## config.mk

```make
export PLATFORM = sky130hd
export DESIGN_NAME = midi_uart_rx
export DESIGN_NICKNAME = d
export VERILOG_FILES = /design/src/rtl/midi_pkg.sv /design/src/rtl/midi_baud_gen.sv /design/src/rtl/midi_uart_rx.sv
export SDC_FILE = /design/constraint.sdc
export NUM_CORES = 1
export LEC_CHECK = 0
export ABC_CLOCK_PERIOD_IN_PS = 2300
export CAP_MARGIN = 5
export CORE_MARGIN = 2
export CORE_UTILIZATION = 25
export DETAILED_ROUTE_END_ITERATION = 12
export PLACE_DENSITY_LB_ADDON = 0.25
export SETUP_SLACK_MARGIN = 0.15
export SLEW_MARGIN = 40
export SYNTH_ARGS = -nofsm -noshare
export SYNTH_HDL_FRONTEND = slang
export SYNTH_SLANG_ARGS = --single-unit
```

## constraint.sdc

```tcl
create_clock -name clk -period 2.3 [get_ports clk]
set_input_delay 0.575 -clock clk [delete_from_list [all_inputs] [get_ports clk]]
set_output_delay 0.575 -clock clk [all_outputs]
set_load 0.02 [all_outputs]
```

## src/rtl/midi_pkg.sv

```systemverilog
// Shared definitions for the MIDI UART receiver.
// Contents: FSM state encoding, default oversampling ratio and MIDI baud,
// the tick indices within a bit where the line is sampled, and a 3-input
// majority helper.
package midi_pkg;

  typedef enum logic [2:0] {
    StIdle,
    StStart,
    StData,
    StStop,
    StWaitHigh
  } midi_state_e;

  localparam int unsigned MidiBaud   = 31250;
  localparam int unsigned DefaultOvs = 16;

  // Ticks within a bit (counted 1..OVS from the bit start) where rx is sampled.
  localparam int unsigned SampleEarly = 7;
  localparam int unsigned SampleMid   = 8;
  localparam int unsigned SampleLate  = 9;

  function automatic logic maj3(input logic a, input logic b, input logic c);
    return (a & b) | (a & c) | (b & c);
  endfunction

endpackage

```

## src/rtl/midi_baud_gen.sv

```systemverilog
// Oversampling tick divider for the MIDI receiver.
// Ports:
//   clk    - system clock
//   rst    - asynchronous active-low reset
//   resync - restart the divide count so the next tick lands DIV clocks later
//   tick   - one-cycle pulse every DIV clocks
module midi_baud_gen #(
  parameter int unsigned DIV = 100
) (
  input  logic clk,
  input  logic rst,
  input  logic resync,
  output logic tick
);

  localparam int unsigned CW = (DIV > 1) ? $clog2(DIV) : 1;

  logic [CW-1:0] cnt_q, cnt_d;
  logic          wrap;

  assign wrap = (cnt_q == CW'(DIV - 1));
  assign tick = wrap;

  always_comb begin
    cnt_d = cnt_q + 1'b1;
    if (resync || wrap) begin
      cnt_d = '0;
    end
  end

  always_ff @(posedge clk or negedge rst) begin
    if (!rst) begin
      cnt_q <= '0;
    end else begin
      cnt_q <= cnt_d;
    end
  end

endmodule

```

## src/rtl/midi_uart_rx.sv

```systemverilog
// MIDI serial receiver: 8N1 frames, 16x oversampled, 3-sample majority vote.
// Ports:
//   clk         - system clock
//   rst         - asynchronous active-low reset
//   rx          - asynchronous serial line, idles high
//   valid_byte  - one-cycle pulse when data holds a newly received good byte
//   data        - last correctly framed byte, held until the next one
//   framing_err - one-cycle pulse when the stop bit is sampled low
//   busy        - high from confirmed start bit until the frame's pulse
module midi_uart_rx
  import midi_pkg::*;
#(
  parameter int unsigned CLK_HZ = 50000000,
  parameter int unsigned BAUD   = MidiBaud,
  parameter int unsigned OVS    = DefaultOvs
) (
  input  logic       clk,
  input  logic       rst,
  input  logic       rx,
  output logic       valid_byte,
  output logic [7:0] data,
  output logic       framing_err,
  output logic       busy
);

  localparam int unsigned Div = CLK_HZ / (BAUD * OVS);
  localparam int unsigned TW  = $clog2(OVS + 1);

  midi_state_e state_q, state_d;

  logic          sync1_q, sync2_q, rx_sync;
  logic [TW-1:0] tcnt_q, tcnt_d, tcnt_inc;
  logic [2:0]    bcnt_q, bcnt_d;
  logic          s_early_q, s_early_d, s_mid_q, s_mid_d;
  logic [7:0]    shift_q, shift_d;
  logic [7:0]    data_q, data_d;
  logic          valid_q, valid_d, ferr_q, ferr_d, busy_q, busy_d;
  logic [1:0]    settle_q, settle_d;
  logic          tick, resync, at_mid, at_late, bit_val, stop_done, stop_bit;

  assign rx_sync = sync2_q;

  midi_baud_gen #(
    .DIV(Div)
  ) u_baud_gen (
    .clk   (clk),
    .rst   (rst),
    .resync(resync),
    .tick  (tick)
  );

  assign tcnt_inc = tcnt_q + 1'b1;
  assign at_mid   = tick && (tcnt_inc == TW'(SampleMid));
  assign at_late  = tick && (tcnt_inc == TW'(SampleLate));
  assign bit_val  = maj3(s_early_q, s_mid_q, rx_sync);
  // Two agreeing samples already decide the vote, so the stop bit can resolve
  // at the mid-bit tick and free the FSM early for a back-to-back start edge.
  assign stop_done = (at_mid && (s_early_q == rx_sync)) || at_late;
  assign stop_bit  = at_mid ? rx_sync : bit_val;

  always_comb begin
    state_d   = state_q;
    tcnt_d    = tcnt_q;
    bcnt_d    = bcnt_q;
    s_early_d = s_early_q;
    s_mid_d   = s_mid_q;
    shift_d   = shift_q;
    data_d    = data_q;
    valid_d   = 1'b0;
    ferr_d    = 1'b0;
    busy_d    = busy_q;
    resync    = 1'b0;
    // Counts cycles since reset release until the synchroniser holds real rx.
    settle_d  = (settle_q == 2'd3) ? settle_q : settle_q + 2'd1;

    if (tick && (state_q != StIdle) && (state_q != StWaitHigh)) begin
      tcnt_d = (tcnt_inc == TW'(OVS)) ? '0 : tcnt_inc;
      if (tcnt_inc == TW'(SampleEarly)) s_early_d = rx_sync;
      if (tcnt_inc == TW'(SampleMid))   s_mid_d   = rx_sync;
    end

    unique case (state_q)
      StIdle: begin
        // IDLE is only ever entered with the line high, so a low level here is
        // the falling edge. The first valid synchronised sample after reset
        // being low means the line was already low at release.
        if (!rx_sync && (settle_q >= 2'd2)) begin
          if (settle_q == 2'd2) begin
            state_d = StWaitHigh;
          end else begin
            state_d = StStart;
            tcnt_d  = '0;
            resync  = 1'b1;
          end
        end
      end
      StStart: begin
        if (at_late) begin
          if (!bit_val) begin
            state_d = StData;
            busy_d  = 1'b1;
            bcnt_d  = '0;
          end else begin
            state_d = StIdle;
          end
        end
      end
      StData: begin
        if (at_late) begin
          shift_d = {bit_val, shift_q[7:1]};
          bcnt_d  = bcnt_q + 3'd1;
          if (bcnt_q == 3'd7) state_d = StStop;
        end
      end
      StStop: begin
        if (stop_done) begin
          busy_d = 1'b0;
          if (stop_bit) begin
            data_d  = shift_q;
            valid_d = 1'b1;
            state_d = StIdle;
          end else begin
            ferr_d  = 1'b1;
            state_d = StWaitHigh;
          end
        end
      end
      StWaitHigh: begin
        if (rx_sync) state_d = StIdle;
      end
      default: state_d = StIdle;
    endcase
  end

  always_ff @(posedge clk or negedge rst) begin
    if (!rst) begin
      state_q   <= StIdle;
      sync1_q   <= 1'b1;
      sync2_q   <= 1'b1;
      tcnt_q    <= '0;
      bcnt_q    <= '0;
      s_early_q <= 1'b1;
      s_mid_q   <= 1'b1;
      shift_q   <= 8'hFF;
      data_q    <= 8'h00;
      valid_q   <= 1'b0;
      ferr_q    <= 1'b0;
      busy_q    <= 1'b0;
      settle_q  <= '0;
    end else begin
      state_q   <= state_d;
      sync1_q   <= rx;
      sync2_q   <= sync1_q;
      tcnt_q    <= tcnt_d;
      bcnt_q    <= bcnt_d;
      s_early_q <= s_early_d;
      s_mid_q   <= s_mid_d;
      shift_q   <= shift_d;
      data_q    <= data_d;
      valid_q   <= valid_d;
      ferr_q    <= ferr_d;
      busy_q    <= busy_d;
      settle_q  <= settle_d;
    end
  end

  assign valid_byte  = valid_q;
  assign framing_err = ferr_q;
  assign busy        = busy_q;
  assign data        = data_q;

endmodule
```

# == Word-level counts from Yosys, hierarchy flattened ==
# Index checks and enable logic that the tools add are counted.
# word_totals
regBits,43
in_bits,3
output_inout_bits,11
wordCells,99
# op_classes
addsub,4
magnitude_cmp,1
eq_ne,21
mux,34
n_bitwise,5
reduce_logical,20
# op_table
op,n
3-bit 2-to-1 mux,11
5-bit 2-to-1 mux,5
3-bit one-hot mux with 5 select lines,1
"2-bit inequality test, second input constant",7
1-bit 2-to-1 mux,13
"5-bit by 4-bit equality test with 1-bit output, second input constant",2
4-bit AND reduction,2
"7-bit by 1-bit adder with 7-bit output, second input constant",1
"7-bit equality test, second input constant",1
7-bit 2-to-1 mux,1
"3-bit by 2-bit equality test with 1-bit output, second input constant",2
"3-bit equality test, second input constant",2
1-bit logical AND,6
3-bit one-hot mux with 2 select lines,1
2-bit AND reduction,3
6-bit AND reduction,1
"5-bit by 1-bit adder with 5-bit output, second input constant",1
"5-bit by 3-bit equality test with 1-bit output, second input constant",1
"5-bit equality test, second input constant",1
"2-bit equality test, second input constant",2
2-bit nonzero test,2
"3-bit by 1-bit adder with 3-bit output, second input constant",1
1-bit bitwise AND,3
"3-bit by 1-bit equality test with 1-bit output, second input constant",1
12 further kinds,14

# == Depth between registers and ports, before layout ==
# logic_depth
depth_word,7
depth_mapped,8
depth_no_buf,7

# == Hierarchy ==
# A second synthesis with hierarchy kept.
# hier_totals
hier_cells,213
area_unflattened_um2,2260.9
# modules_own_cells
module,n_inst,cells_each,area_per_inst_um2,seq_area_each_um2
midi_uart_rx,1,182,1941.9,915.9
midi_baud_gen,1,31,319.1,175.2

# == Least setup slack after synthesis ==
# No wires, ideal clock.
# synth_path
path_type,register to register
startpoint,reg tcnt_q[1]
endpoint,"reg data_q[0], in the netlist data[0]"
setup_ps,125
t_arrival_ps,2239
required_time_ps,2175
path_slack_ps,-64
path_stages_with_launch,8
n_path_buf,1
period_less_slack_ps,2364
cell_sequence,dfrtp_1 -> ha_1 -> buf_6 -> and2b_1 -> nor4_4 -> o21ai_2 -> nor3_4 -> mux2_4
# synth_via
elab_chain_cells,6
word_cells_on_any_way,9
classes_between,add/sub: 1; eq/ne: 2; mux: 1; reduce/logical: 5
# synth_rtl
element,line_no,text
"start, declared",midi_uart_rx.sv:32,"logic [TW-1:0] tcnt_q, tcnt_d, tcnt_inc;"
"start signal, assigned",midi_uart_rx.sv:154,tcnt_q <= tcnt_d;
5-bit by 1-bit adder with 5-bit output *,midi_uart_rx.sv:52,assign tcnt_inc = tcnt_q + 1'b1;
5-bit by 4-bit equality test with 1-bit output,midi_uart_rx.sv:53,assign at_mid = tick && (tcnt_inc == TW'(SampleMid));
1-bit logical AND,midi_uart_rx.sv:53,
1-bit logical AND,midi_uart_rx.sv:58,assign stop_done = (at_mid && (s_early_q == rx_sync)) || at_late;
1-bit logical OR,midi_uart_rx.sv:58,
3-bit AND reduction (no line) *,-,
"end signal, assigned",midi_uart_rx.sv:159,data_q <= data_d;
"end, declared",midi_uart_rx.sv:36,"logic [7:0] data_q, data_d;"
# Mark *: on every way between the ends. The rest lies on a longest branch, timed or not.
# A chain may end at the register's enable or synchronous reset.

# == Worst setup path after layout ==
# layout_path
startpoint,reg tcnt_q[0]
endpoint,"reg data_q[4], in the netlist data[4]"
# Same word-level chain as after synthesis.

==> summary.md <==
| Metric | Value |
|---|---|
| Status | complete, no violations |
| Die width | ~100 um |
| Final hold vios | 0 |
| Cells along the critical path | ha_4, and2b_2, nor4_4, o21ai_2, nor3_4, buf_6, buf_12, mux2_4 |
| Fill cells | around 900 |
| Root buf cell | clkbuf_8 |
| Post-Syn Area | around 0.0023 mm2 |
| Register area share after synthesis | 0.467 |
| Nets | between 200 and 250 |
| Core box area | ~0.0092 mm2 |
| Yosys warns | 0 |
| Worst r2r dst | data[4] |
| Critical path peak fanout | 5 |
| Clock skew | between 0.01 and 0.015 ns |
| Slowest Stage Delay on Critical Path | roughly 0.43 ns |
| GPL Wtd Cong | a little over 0.8 |
| Unrepaired setup endpoints after global routing | yes |
| Iteration-0 DRC Markers | 98 |
| Critical Path Sink Type | flop |
| Leak pwr | between 1 and 1.5 nW |
| Share of post-route cells with drive strength above 1 | 0.350 |
| Routed len/inst | 14.4 um |
| Fin crit share | 0.945 |
| Critical path launch point type | flop |
| Clk_lat worst skew | roughly 0.31 ns |
| Die Y-Extent | approximately 100 um |
| CTS tree | built |
| Fin worst setup slack | around 0.13 ns |
| Die area | between 0.01 and 0.015 mm2 |
| Asr flop ratio synth | 1.00 |
| Final Max Slew Viols | 0 |
| Top-count cell post-synth | dfrtp_1 |
| Max Cap Viol | 0 |
| Peak Freq | 0.460 GHz |
| Layout area overhead | 23.8% |
| Port buffer count | 13 |
| Antenna cells | 0 |
| Vias | 1657 |
| Initial core utilization | 0.255 |
| Post-CTS Hold Fix Bufs | 0 |
| Synth Register Bits | 43 |
| Worst R2R Start | tcnt_q[0] |
| Final min period | 2.17 ns |
| Commonest cells post-synth | 31 x dfrtp_1, 16 x nor2_1, 14 x nand2_1 |
| Library cells used by synthesis | 60 |
| Largest net degree at the start of global routing | 25 |
| Leading register cell type out of synthesis | dfrtp_1 |
| Min-delay worst type | in -> async |
| DP Wirelength | around 3300 um |
| Worst path required time | between 2 and 3 ns |
| Gr ovfl total | 0 |
| CP max stage cell | dfrtp_2 |
| Slew of the pin with the lowest slew margin | slightly above 0.7 ns |
| R2R cell count | 8 |
| Post-synth top area cell | dfrtp_1 |
| Crit path DAT | roughly 2.4 ns |
| Post-route ant nets | 0 |
| Yosys top cell area share | 0.332 |
| Post-synth EDFFs | 0 |
| Power density cells | about 560 mW/mm2 |
| DRT Wirelength | 5010 um |
| Leading post-synthesis cells by cell area | dfrtp_1 33%, dfstp_2 14%, ha_1 5.4% |
| Bufs and invs on worst path | 2 |
| Row cnt | 35 |
| Flop-to-flop setup slack | roughly 0.13 ns |
| First-pass iteration count of the detailed router | 4 |
| CP Launch Point | tcnt_q[0] |
| IR drop worst, VDD | about 0.26 mV |
| WP depth | 8 |
| Antenna violations before repair | 0 |
| Gr usage total | 0.103 |
| Setup CP Type | reg -> reg |
| DRC Markers | 0 |
| Clk sinks | between 40 and 50 |
| # IOs | 14 |
| Syn Nets | 219 |
| Avg Inst Size Synth | 11.3 um2 |
| Vias/cell | between 4 and 5 |
| Clk buf depth | 2 |
| Worst setup path end | data[4] |
| CTS H-Tree Depth | 2 |
| Worst rel slew slack | 0.505 |
| Power Total | ~0.0016 W |
| Cells after Synth | slightly above 200 |
| Vias in the first global route | approximately 1700 |
| Pre-CTS WS | between 0.09 and 0.1 ns |
| Top delay family on crit path | simple AND/OR/NAND/NOR gates |
| First-pass GRT wire length | 8300 um |
| Setup Viol. Count Final | 0 |
| CTS buffer count | 5 |
| Clk slew on worst S/H paths | approximately 0.09 ns |
timing repair:
item | CTS | global route
gates resized for setup | 4 | 14
gates cloned | 1 | 1
endpoints found under the setup margin | 11 | 25
buffers inserted | 5 | 2
pin swaps | 1 | 3
sequential cells by signal, indices dropped and copies added, names as in the netlist:
register / count
settle_q: 2
u_baud_gen.cnt_q: 7
state_q: 3
bcnt_q: 3
s_early_q: 1
valid_byte: 1
s_mid_q: 1
framing_err: 1
busy: 1
data: 8
rx_sync: 1
sync1_q: 1
shift_q: 8
tcnt_q: 5
metrics by stage:
stage	area [um2]	instances	util	TNS, ns	hold WS, ns
detailed placement	2640	331	0.288	0	0.348
global placement	2640	331	0.288	0	0.345
finish	2890	348	0.316	0	0.234
CTS	2810	345	0.307	0	0.251
floorplan	2340	206	-	-0.261	0.279
global route	2890	348	0.316	0	0.282
final cells by class:
class | count | area, um2 | area share
sequential | 43 | 1090 | 0.378
clock buffer | 5 | 68.8 | 0.0238
clock inverter | 3 | 23.8 | 0.00823
tap | 111 | 139 | 0.0481
multi-input combinational | 145 | 1220 | 0.422
timing repair buffer | 32 | 312 | 0.108
inverter | 9 | 33.8 | 0.0117
report_power, final:
| part | leakage (nW) | total [W] | switching [W] | internal, W |
|---|---|---|---|---|
| clock network | 0.0408 | 0.000517 | 0.000299 | 0.000218 |
| registers | 0.535 | 0.000856 | 0.0000513 | 0.000805 |
| logic | 0.655 | 0.000254 | 0.000138 | 0.000115 |
| total | 1.23 | 0.00163 | 0.000489 | 0.00114 |
worst register-to-register path, delay by kind of cell, from the launching register on:
| kind | cells | cell delay (ns) |
|---|---|---|
| AOI/OAI and AO/OA | 1 | 0.15 |
| adders and majority gates | 1 | 0.17 |
| buffers and inverters | 2 | 0.27 |
| DFF | 1 | 0.43 |
| muxes | 1 | 0.29 |
| and+or+nand+nor | 3 | 0.75 |
cell usage in the layout (no fill, tap or decap), types with 5 or more instances in the layout:
cell type and n:
clkbuf_8 5, buf_4 14, inv_1 9, clkdlybuf4s50_1 12, dfstp_2 12, nor3_1 7
ha_1 7, mux2_4 11, xor2_1 5, dfrtp_1 29, mux2_2 8, nand2_1 14
nor2_1 16
per-layer routing:
metal / GRT usage / wire length, um
met2: 0.159 / 2320
met1: 0.140 / 2400
met3: 0.0173 / 141
met5: 0 / 0
met4: 0.0485 / 150
cells by family after synthesis:
logic type | count (synthesis) | share of synthesized area
DFF | 43 | 0.467
buffers and inverters | 18 | 0.0386
AOI/OAI and AO/OA | 41 | 0.129
xor gates and xnor gates | 9 | 0.0338
and+or+nand+nor | 65 | 0.169
muxes | 20 | 0.109
adders and majority gates | 10 | 0.0536
how the worst min path moves through the flow:
stage | startpoint | endpoint | slack, ns
2_1_floorplan | rst | bcnt_q[0] | 0.28
3_3_place_gp | sync1_q | rx_sync | 0.35
3_5_place_dp | sync1_q | rx_sync | 0.35
4_1_cts | rst | data[3] | 0.25
5_1_grt | rst | data[3] | 0.28
6_report | rst | data[2] | 0.23
No activity file was read; power rests on OpenSTA's default activity.
